<file path="config.mk">
export PLATFORM = sky130hd
export DESIGN_NAME = vga_pixel_fetch
export DESIGN_NICKNAME = d
export VERILOG_FILES = /design/src/rtl/vga_pixel_fetch.sv
export SDC_FILE = /design/constraint.sdc
export NUM_CORES = 1
export LEC_CHECK = 0
export ABC_AREA = 1
export BUFFER_PORTS_ARGS = -buffer_cell sky130_fd_sc_hd__buf_2
export CELL_PAD_IN_SITES_DETAIL_PLACEMENT = 0
export CELL_PAD_IN_SITES_GLOBAL_PLACEMENT = 2
export CORE_ASPECT_RATIO = 0.75
export CORE_MARGIN = 5
export CORE_UTILIZATION = 36
export DETAILED_ROUTE_END_ITERATION = 8
export PLACE_DENSITY = 0.81
export SYNTH_ARGS = -nofsm -noshare
export SYNTH_HDL_FRONTEND = slang
export SYNTH_SLANG_ARGS = --single-unit
</file>
<file path="constraint.sdc">
create_clock -name clk_i -period 9.3 [get_ports clk_i]
set_clock_uncertainty 0.05 [all_clocks]
set_input_delay 1.86 -clock clk_i [delete_from_list [all_inputs] [get_ports clk_i]]
set_output_delay 1.86 -clock clk_i [all_outputs]
set_load 0.03 [all_outputs]
</file>
<file path="src/rtl/vga_pixel_fetch.sv">
// vga_pixel_fetch: VGA timing generator and frame-buffer reader.
// Generates 640x480-style timing, reads an IMG_W x IMG_H image from the frame buffer's
// synchronous read port, and presents an aligned pixel word with visible/sync/frame_start flags.
// Ports:
//   clk_i          pixel clock
//   rst_i          asynchronous active-high reset
//   fb_addr_o      registered frame-buffer read address
//   fb_rdata_i     frame-buffer read data, valid MEM_LATENCY cycles after fb_addr_o
//   pixel_out_o    {B,G,R} pixel word; 0 outside the active area
//   visible_o      high while pixel_out_o is in the active area
//   hsync_o        horizontal sync, active-low
//   vsync_o        vertical sync, active-low
//   frame_start_o  one-cycle pulse aligned with output pixel (0,0)
module vga_pixel_fetch #(
  parameter int unsigned H_VISIBLE   = 640,
  parameter int unsigned H_FP        = 16,
  parameter int unsigned H_SYNC      = 96,
  parameter int unsigned H_BP        = 48,
  parameter int unsigned V_VISIBLE   = 480,
  parameter int unsigned V_FP        = 10,
  parameter int unsigned V_SYNC      = 2,
  parameter int unsigned V_BP        = 33,
  parameter int unsigned IMG_W       = 320,
  parameter int unsigned IMG_H       = 240,
  parameter int unsigned ADDR_W      = 17,
  parameter int unsigned MEM_LATENCY = 1,
  parameter logic [23:0] BG_COLOR    = 24'h000000
) (
  input  logic              clk_i,
  input  logic              rst_i,
  output logic [ADDR_W-1:0] fb_addr_o,
  input  logic [23:0]       fb_rdata_i,
  output logic [23:0]       pixel_out_o,
  output logic              visible_o,
  output logic              hsync_o,
  output logic              vsync_o,
  output logic              frame_start_o
);

  localparam int unsigned HTotal = H_VISIBLE + H_FP + H_SYNC + H_BP;
  localparam int unsigned VTotal = V_VISIBLE + V_FP + V_SYNC + V_BP;
  localparam int unsigned HW     = $clog2(HTotal);
  localparam int unsigned VW     = $clog2(VTotal);
  // Flag delay line is one stage shorter than the total latency; the output
  // register supplies the final stage.
  localparam int unsigned Depth  = MEM_LATENCY + 1;

  localparam logic [HW-1:0] HLast      = HW'(HTotal - 1);
  localparam logic [HW-1:0] HVis       = HW'(H_VISIBLE);
  localparam logic [HW-1:0] HSyncStart = HW'(H_VISIBLE + H_FP);
  localparam logic [HW-1:0] HSyncEnd   = HW'(H_VISIBLE + H_FP + H_SYNC);
  localparam logic [HW-1:0] ImgW       = HW'(IMG_W);
  localparam logic [VW-1:0] VLast      = VW'(VTotal - 1);
  localparam logic [VW-1:0] VVis       = VW'(V_VISIBLE);
  localparam logic [VW-1:0] VSyncStart = VW'(V_VISIBLE + V_FP);
  localparam logic [VW-1:0] VSyncEnd   = VW'(V_VISIBLE + V_FP + V_SYNC);
  localparam logic [VW-1:0] ImgH       = VW'(IMG_H);

  // Flag word layout: {fs, vs, hs, img, vis}; idle has both syncs high.
  localparam logic [4:0] FlagsIdle = 5'b01100;

  logic [HW-1:0]           hc_q, hc_d;
  logic [VW-1:0]           vc_q, vc_d;
  logic [ADDR_W-1:0]       addr_cnt_q, addr_cnt_d;
  logic [ADDR_W-1:0]       fb_addr_q, fb_addr_d;
  logic [Depth-1:0][4:0]   flags_q, flags_d;
  logic [4:0]              flags0, flags_l;
  logic                    frame_wrap, img0;
  logic [23:0]             pixel_q, pixel_d;
  logic                    visible_q, hsync_q, vsync_q, frame_start_q;

  always_comb begin
    frame_wrap = (hc_q == HLast) && (vc_q == VLast);
    hc_d = (hc_q == HLast) ? '0 : hc_q + HW'(1);
    vc_d = vc_q;
    if (hc_q == HLast) begin
      vc_d = (vc_q == VLast) ? '0 : vc_q + VW'(1);
    end
  end

  always_comb begin
    img0      = (hc_q < ImgW) && (vc_q < ImgH);
    flags0[0] = (hc_q < HVis) && (vc_q < VVis);
    flags0[1] = img0;
    flags0[2] = !((hc_q >= HSyncStart) && (hc_q < HSyncEnd));
    flags0[3] = !((vc_q >= VSyncStart) && (vc_q < VSyncEnd));
    flags0[4] = (hc_q == '0) && (vc_q == '0);
  end

  // Row-major address counter: image pixels are contiguous in raster order, so a
  // running count replaces v*IMG_W+h.
  always_comb begin
    addr_cnt_d = addr_cnt_q;
    fb_addr_d  = fb_addr_q;
    if (img0) begin
      fb_addr_d  = addr_cnt_q;
      addr_cnt_d = addr_cnt_q + ADDR_W'(1);
    end
    if (frame_wrap) begin
      addr_cnt_d = '0;
    end
  end

  always_comb begin
    if (Depth > 1) begin
      flags_d = {flags_q[Depth-2:0], flags0};
    end else begin
      flags_d = flags0;
    end
    flags_l = flags_q[Depth-1];
    pixel_d = '0;
    if (flags_l[0]) begin
      pixel_d = flags_l[1] ? fb_rdata_i : BG_COLOR;
    end
  end

  always_ff @(posedge clk_i or posedge rst_i) begin
    if (rst_i) begin
      hc_q          <= '0;
      vc_q          <= '0;
      addr_cnt_q    <= '0;
      fb_addr_q     <= '0;
      flags_q       <= {Depth{FlagsIdle}};
      pixel_q       <= '0;
      visible_q     <= 1'b0;
      hsync_q       <= 1'b1;
      vsync_q       <= 1'b1;
      frame_start_q <= 1'b0;
    end else begin
      hc_q          <= hc_d;
      vc_q          <= vc_d;
      addr_cnt_q    <= addr_cnt_d;
      fb_addr_q     <= fb_addr_d;
      flags_q       <= flags_d;
      pixel_q       <= pixel_d;
      visible_q     <= flags_l[0];
      hsync_q       <= flags_l[2];
      vsync_q       <= flags_l[3];
      frame_start_q <= flags_l[4];
    end
  end

  assign fb_addr_o     = fb_addr_q;
  assign pixel_out_o   = pixel_q;
  assign visible_o     = visible_q;
  assign hsync_o       = hsync_q;
  assign vsync_o       = vsync_q;
  assign frame_start_o = frame_start_q;

endmodule

</file>
======== Word level (Yosys, flattened, before mapping) ========
Cells that the tools add are included.
cells by class
  add/subtract/negate cells ............... 3
  $mul .................................... 0
  divide/modulo/power cells ............... 0
  order comparisons ....................... 8
  equal/unequal tests ..................... 2
  shifts and indexed selects .............. 0
  muxes and demuxes ....................... 6
  bitwise logic cells ..................... 0
  reductions and logical operators ........ 11
operators with widths
  kind                                                                                   number
  24-bit two-way mux                                                                     2
  17-bit two-way mux                                                                     2
  10-bit by 9-bit < comparator with 1-bit output (second input constant)                 3
  10-bit by 1-bit adder with 10-bit output (second input constant)                       2
  10-bit == test (second input constant)                                                 2
  10-bit logical NOT                                                                     2
  10-bit < comparator (second input constant)                                            2
  10-bit two-way mux                                                                     2
  17-bit by 1-bit adder with 17-bit output (second input constant)                       1
  10-bit greater-or-equal comparator (second input constant)                             1
  10-bit by 9-bit greater-or-equal comparator with 1-bit output (second input constant)  1
  10-bit by 8-bit < comparator with 1-bit output (second input constant)                 1
  1-bit logical AND                                                                      6
  1-bit logical NOT                                                                      2
  2-bit nonzero test                                                                     1
storage, ports and cells
  bits in registers ....................... 92
  latch bits .............................. 0
  RAM bits ................................ 0
  ROM bits ................................ 0
  bits of input ports ..................... 26
  output and inout bits ................... 45
  memories kept ........................... 0

======== Depth between registers and ports, before layout ========
Gate-level depths: netlist (run 1).
  depth after elaboration ................. 4
  mapped depth ............................ 9

======== Least setup slack after synthesis (run 1) ========
Ideal clock, no wire load.
  path kind ............................... flip-flop to output port
  start ................................... register hsync_q, in the netlist hsync_o
  end ..................................... output port hsync_o
  arrival ................................. 0.588 ns
  slack ................................... 6.802 ns
  cell stages (with the launch flop) ...... 1
  path through ............................ dfstp_2
RTL lines
  what                      line  source
  start: declaration        70    logic visible_q, hsync_q, vsync_q, frame_start_q;
  start signal: assignment  137   hsync_q <= flags_l[2];
  end: declaration          35    output logic hsync_o,
No word-level cell between the ends.

======== Final worst setup path (run 1) ========
  start ................................... register vsync_q, in the netlist vsync_o
  end ..................................... output port vsync_o
RTL lines
  what                      line  source
  start: declaration        70
  start signal: assignment  138   vsync_q <= flags_l[3];
  end: declaration          36    output logic vsync_o,
No word-level cell between the ends.

==> results.yml, run 1 <==
pwr:
  peakVddDrop_mv: 0.0781
  clock_power_share: 0.442
  p_leak_nw: 2.43
  swShare: 0.232
  powerDensity_mw_per_mm2: 164
  power.internal_w: 0.000607
  p_sw_w: 0.000183
  power_frac_comb: 0.044
  seqPwrFrac: 0.515
die:
  coreArea_mm2: 0.0110
  fp.dieH_um: 102
  io_pins: 71
  initial_core_util: 0.371
  die_w_um: 133
  num_rows: 33
  dieArea_mm2: 0.0136
global_routing:
  grt_max_degree: 78
  grt_pass1_vias: 3063
  grt_antenna_before_repair: 0
  overflow: 0
  grt_pass1_wl_mm: 15.2
  grt_usage: 0.140
yosys:
  synth.top_cell.area_share: 0.528
  syn_avg_cell_area_um2: 8.65
  yosysTopAreaCell: "dfrtp_1"
  synth_commonest_cells: "nand2_1, dfrtp_1, inv_1, nor2_1, nand3_1"
  netlist_top_cells_area: "dfrtp_1, nand2_1, inv_1, nor2_1, nand3_1"
  syn_inst: 471
  synth.net_count: 502
  synthFlopType: "dfrtp_1"
  synth_edf_count: 0
  ys_seq_area_frac: 0.567
  yosysMostFrequentCell: "nand2_1"
  synthDistinctLibCells: 29
  synthesis.area_mm2: 0.00407
  yosysWarningCount: 0
  synth_seq_cells: 92
  synthArstFlopShare: 1.00
clocking:
  cts_setup_buffers: 0
  clockBufferDepth: 2
  path_clk_slew_ns: 0.07
  clock-sinks: 92
  cts_max_level: 3
  cts_tree: "yes"
  root_buffer: "clkbuf_16"
  cts_resized: 0
  clkLatencyLatePin_ns: 0.34
  cts_hold_buf: 0
  numCtsBuffers: 9
drt:
  drc: 0
  vias: 3151
  wl_mm: 8.99
  detail_route.first_pass.iterations: 4
  viasPerCell: 4.59
  routedWlPerCell_um: 13.1
  ant_nets: 0
  drt_iter0_drc: 172
critical_path:
  cp_max_fo: 1
  reg2reg_depth: 8
  r2r_slack_ns: 6.59
  path_cells: "buf_2"
  critPathBufInv: 1
  max_stage_delay_ns: 0.51
  r2r-start: "hc_q[0]$_DFF_PP0_"
  critical-path-top-delay-family: "flip-flops"
  cp_slowest_cell: "dfstp_2"
  critPathKind: "reg2out"
  cp.required_ns: 7.39
  r2r_end: "addr_cnt_q[7]$_DFFE_PP0P_"
  end_kind: "output port"
  arrival_ns: 1.04
  start_kind: "flop"
worst_hold_path:
  hold_class: "reg2reg"
  hold_end: "flags_l[1]$_DFF_PP0_"
  min_path_cells: 0
  holdCritStartpoint: "flags_d[6]$_DFF_PP0_"
sta:
  hold_viol_final: 0
  maxSlewViolCount: 0
  fmax_mhz: 339
  worstMarginPinSlew_ns: 0.978
  slew_headroom: 0.348
  fin_crit_sh: 0.317
  setup_violations: 0
  rsz0062_at_grt: "false"
  final.min_clock_period_ns: 2.95
  setup_tns_ns: 0
cells_and_area:
  area_growth_pct: 18.1
  multi_input_area_mm2: 0.00142
  layout.nets: 573
  ff_latch_area_mm2: 0.00231
  layout-drive-gt1-share: 0.196
  utilization: 0.438
  n_fill_cell: 1110
  diodes: 0
placement:
  dp_hpwl_mm: 6.40
  gp_congestion: 0.789
  numPortBuffers: 70
flow_run:
  cap_violations: 0
run_status:
  status: "finished, final reports clean"
cell usage in the layout (no fill, tap or decap), types with 2 or more instances in the layout:
cell,count
nand3_1,37
nand4_1,10
o21ai_1,10
o21ai_2,2
nor2_2,4
nand2_2,2
nor2_4,3
and2_1,2
ha_1,5
clkbuf_16,9
nand2_1,109
o211ai_1,2
inv_1,66
nor2_1,65
buf_2,70
nor3_1,8
a21oi_1,5
dfstp_2,6
nor4_1,2
inv_6,2
xnor2_1,2
xor2_1,9
clkinv_4,3
dfrtp_1,86
o21ai_0,20
how the worst max path moves through the flow:
| stage | endpoint | cells past startpoint | startpoint | slack (ns) |
|---|---|---|---|---|
| 6_report | vsync_o | 1 | vsync_o$_DFF_PP1_ | 6.35 |
| 5_1_grt | fb_addr_o[4]$_DFFE_PP0P_ | 3 | rst_i | 6.30 |
| 4_1_cts | vsync_o | 1 | vsync_o$_DFF_PP1_ | 6.33 |
| 3_3_place_gp | fb_addr_o[1]$_DFFE_PP0P_ | 3 | rst_i | 6.13 |
| 2_1_floorplan | addr_cnt_q[0]$_DFFE_PP0P_ | 1 | rst_i | 5.01 |
| 3_5_place_dp | pixel_out_o[14]$_DFF_PP0_ | 3 | rst_i | 6.11 |
power groups by stage:
stage	registers [W]	logic [W]	clock network, W
4_1_cts	0.000407	0.0000357	0.000362
2_1_floorplan	0.000425	0.00000990	0
5_1_grt	0.000407	0.0000388	0.000375
3_5_place_dp	0.000414	0.0000356	0
3_3_place_gp	0.000414	0.0000354	0
6_report	0.000407	0.0000346	0.000349
registers in the layout, summed over array words and instances, names as in the netlist:
register,flops
pixel_out_o,24
addr_cnt_q,17
fb_addr_o,17
hc_q,10
vc_q,10
flags_d,5
flags_l,5
frame_start_o,1
hsync_o,1
visible_o,1
vsync_o,1
metrics by stage:
| step | instance area [µm²] | instances | power (W) | worst slack [ns] | hold slack, ns |
|---|---|---|---|---|---|
| detailed placement | 4530 | 671 | 0.000450 | 6.11 | 0.285 |
| global route | 4810 | 687 | 0.000821 | 6.30 | 0.301 |
| floorplan | 4070 | 471 | 0.000435 | 5.01 | 0.281 |
| global placement | 4530 | 671 | 0.000449 | 6.13 | 0.285 |
| finish | 4810 | 687 | 0.000790 | 6.35 | 0.294 |
| CTS | 4810 | 687 | 0.000804 | 6.33 | 0.301 |
layout make-up:
class | count | area share
Clock buffer | 11 | 0.0504
Clock inverter | 5 | 0.00910
Inverter | 69 | 0.0541
Multi-Input combinational cell | 299 | 0.296
Sequential cell | 92 | 0.480
Tap cell | 140 | 0.0364
Timing Repair Buffer | 71 | 0.0744
layer usage:
metal / up-vias / global-route usage / part of all wire
li1: 1614 / - / -
met1: 1453 / 0.199 / 0.53
met2: 72 / 0.202 / 0.39
met3: 12 / 0.0438 / 0.061
met4: 0 / 0.0527 / 0.016
met5: - / 0 / 0
cell families (layout without fill, tap and decap cells):
group                      after synthesis  count (layout)  synth area share
and+or+nand+nor                        243             243             0.257
DFF                                     92              92             0.567
buffers and inverters                   80             156            0.0838
AOI/OAI and AO/OA                       40              40            0.0531
xor gates and xnor gates                11              11            0.0237
adders and majority gates                5               5            0.0154
No activity file was read; power rests on OpenSTA's default activity.
==> inputs of run 2 (changes only) <==
--- a/config.mk
+++ b/config.mk
@@ -11,9 +11,9 @@
 export CELL_PAD_IN_SITES_GLOBAL_PLACEMENT = 2
 export CORE_ASPECT_RATIO = 0.75
 export CORE_MARGIN = 5
-export CORE_UTILIZATION = 36
+export CORE_UTILIZATION = 30
 export DETAILED_ROUTE_END_ITERATION = 8
-export PLACE_DENSITY = 0.81
+export PLACE_DENSITY = 0.71
 export SYNTH_ARGS = -nofsm -noshare
 export SYNTH_HDL_FRONTEND = slang
 export SYNTH_SLANG_ARGS = --single-unit
==> constraint.sdc (replaced) <==
create_clock -name clk_i -period 2.5 [get_ports clk_i]
set_clock_uncertainty 0.05 [all_clocks]
set_input_delay 0.5 -clock clk_i [delete_from_list [all_inputs] [get_ports clk_i]]
set_output_delay 0.5 -clock clk_i [all_outputs]
set_load 0.03 [all_outputs]
==> results.yml, run 2 (synthesis results as in run 1) <==
pwr:
  power.internal_w: 0.00226
  peakVddDrop_mv: 0.404
  power_frac_comb: 0.045
  swShare: 0.236
  p_leak_nw: 2.44
  seqPwrFrac: 0.511
  powerDensity_mw_per_mm2: 606
  clock_power_share: 0.445
  p_sw_w: 0.000698
clocking:
  cts_tree: "yes"
  clkLatencyLatePin_ns: 0.34
  cts_setup_buffers: 0
  cts_hold_buf: 0
  clock-sinks: 92
  cts_resized: 0
  path_clk_slew_ns: 0.07
  cts_max_level: 3
  clockBufferDepth: 2
  numCtsBuffers: 9
  root_buffer: "clkbuf_16"
placement:
  dp_hpwl_mm: 6.82
  gp_congestion: 0.755
  numPortBuffers: 70
  dpl.cell_count: 705
  dp_slack_ns: 0.410
cells_and_area:
  multi_input_area_mm2: 0.00142
  largest_register_ffs: 24
  final_common_cell: "nand2_1"
  layout-drive-gt1-share: 0.200
  layout.nets: 576
  area_growth_pct: 20.0
  n_fill_cell: 1390
  fin_cells: 721
  diodes: 0
  ff_latch_area_mm2: 0.00231
  final_cell_mix: "nand2_1, dfrtp_1, buf_2"
drt:
  drt_iter0_drc: 175
  routedWlPerCell_um: 13.1
  ant_nets: 0
  wl_mm: 9.43
  viasPerCell: 4.32
  vias: 3112
  drc: 0
  detail_route.first_pass.iterations: 5
critical_path:
  cp_max_fo: 11
  cp.required_ns: 2.67
  end_kind: "flop"
  arrival_ns: 2.27
  r2r-start: "vc_q[0]$_DFFE_PP0N_"
  worst-path-stages: 7
  start_kind: "flop"
  reg2reg_depth: 7
  max_stage_delay_ns: 0.42
  path_common_cell: "nand2_1"
  critPathBufInv: 1
  critical-path-top-delay-family: "simple AND/OR/NAND/NOR gates"
  startpoint: "vc_q[0]$_DFFE_PP0N_"
  path_cells: "inv_1 > ha_1 > nand3_1 > nor3_1 > nand2_1 > nand2_1 > o21ai_1"
  critPathKind: "reg2reg"
  cp_slowest_cell: "dfrtp_1"
global_routing:
  grt_usage: 0.126
  grt_pass1_wl_mm: 16.1
  grt_pass1_vias: 3144
  grt_max_degree: 93
  grt_antenna_before_repair: 0
  overflow: 0
sta:
  hold_viol_final: 0
  slew_headroom: 0.490
  setup_tns_ns: 0
  fin_crit_sh: 0.840
  rsz0062_at_grt: "false"
  worstMarginPinSlew_ns: 0.763
  final.min_clock_period_ns: 2.10
  setup_ws_ns: 0.399
  maxSlewViolCount: 0
  setup_violations: 0
  hold-worst-slack_ns: 0.226
  fmax_mhz: 476
die:
  coreArea_mm2: 0.0132
  io_pins: 71
  num_rows: 36
  initial_core_util: 0.310
  die_w_um: 145
  fp.dieH_um: 111
  dieArea_mm2: 0.0160
flow_run:
  cap_violations: 0
run_status:
  status: "finished, final reports clean"
worst_hold_path:
  hold_class: "in2async"
[run 2: cell types whose count changed in the layout (fill, tap and decap cells not counted)]
cell,previous run,this run
inv_6,2,3
clkinv_4,3,2
clkinv_2,1,0
clkinvlp_4,0,1
buf_4,1,3
buf_12,0,1
[run 2: tightest hold or removal path: stages]
cell and delay, ns:
buf_2 0.11, clkinvlp_4 0.07, buf_12 0.38
[run 2: final cells by class]
cell class | instances | share of cell area
flip-flops and latches | 92 | 0.472
repair buffers | 74 | 0.0804
inverters | 69 | 0.0537
clock buffers | 11 | 0.0497
clock inverters | 5 | 0.00896
well taps | 171 | 0.0438
multi-input cells | 299 | 0.291
[run 2: per-layer routing]
metal | up-vias | share of wire | GRT usage
met1 | 1413 | 0.55 | 0.202
met3 | 10 | 0.070 | 0.0367
met5 | - | 0 | 0
li1 | 1618 | - | -
met4 | 0 | 0.013 | 0.0336
met2 | 71 | 0.36 | 0.161
[run 2: power groups by stage]
stage / clock network [W] / registers [W] / logic (W)
2_1_floorplan: 0 / 0.00158 / 0.0000372
3_3_place_gp: 0 / 0.00154 / 0.000135
3_5_place_dp: 0 / 0.00154 / 0.000137
4_1_cts: 0.00137 / 0.00151 / 0.000137
5_1_grt: 0.00144 / 0.00151 / 0.000148
6_report: 0.00132 / 0.00151 / 0.000132
[run 2: per-stage QoR]
step                      area, µm²  utilization  total power [W]
after floorplan                4080            -          0.00162
after global placement         4600        0.350          0.00168
after detailed placement       4600        0.350          0.00168
after CTS                      4890        0.372          0.00302
after global routing           4890        0.372          0.00310
final                          4890        0.372          0.00296
[run 2: final timing paths]
check,to,slack (ns)
max,addr_cnt_q[4]$_DFFE_PP0P_,0.40
min,pixel_out_o[3]$_DFF_PP0_,0.23
max reg2reg,addr_cnt_q[4]$_DFFE_PP0P_,0.40
min reg2reg,flags_l[1]$_DFF_PP0_,0.30
max in group asynchronous,vsync_o$_DFF_PP1_,1.78
min in group clk_i,flags_l[1]$_DFF_PP0_,0.30
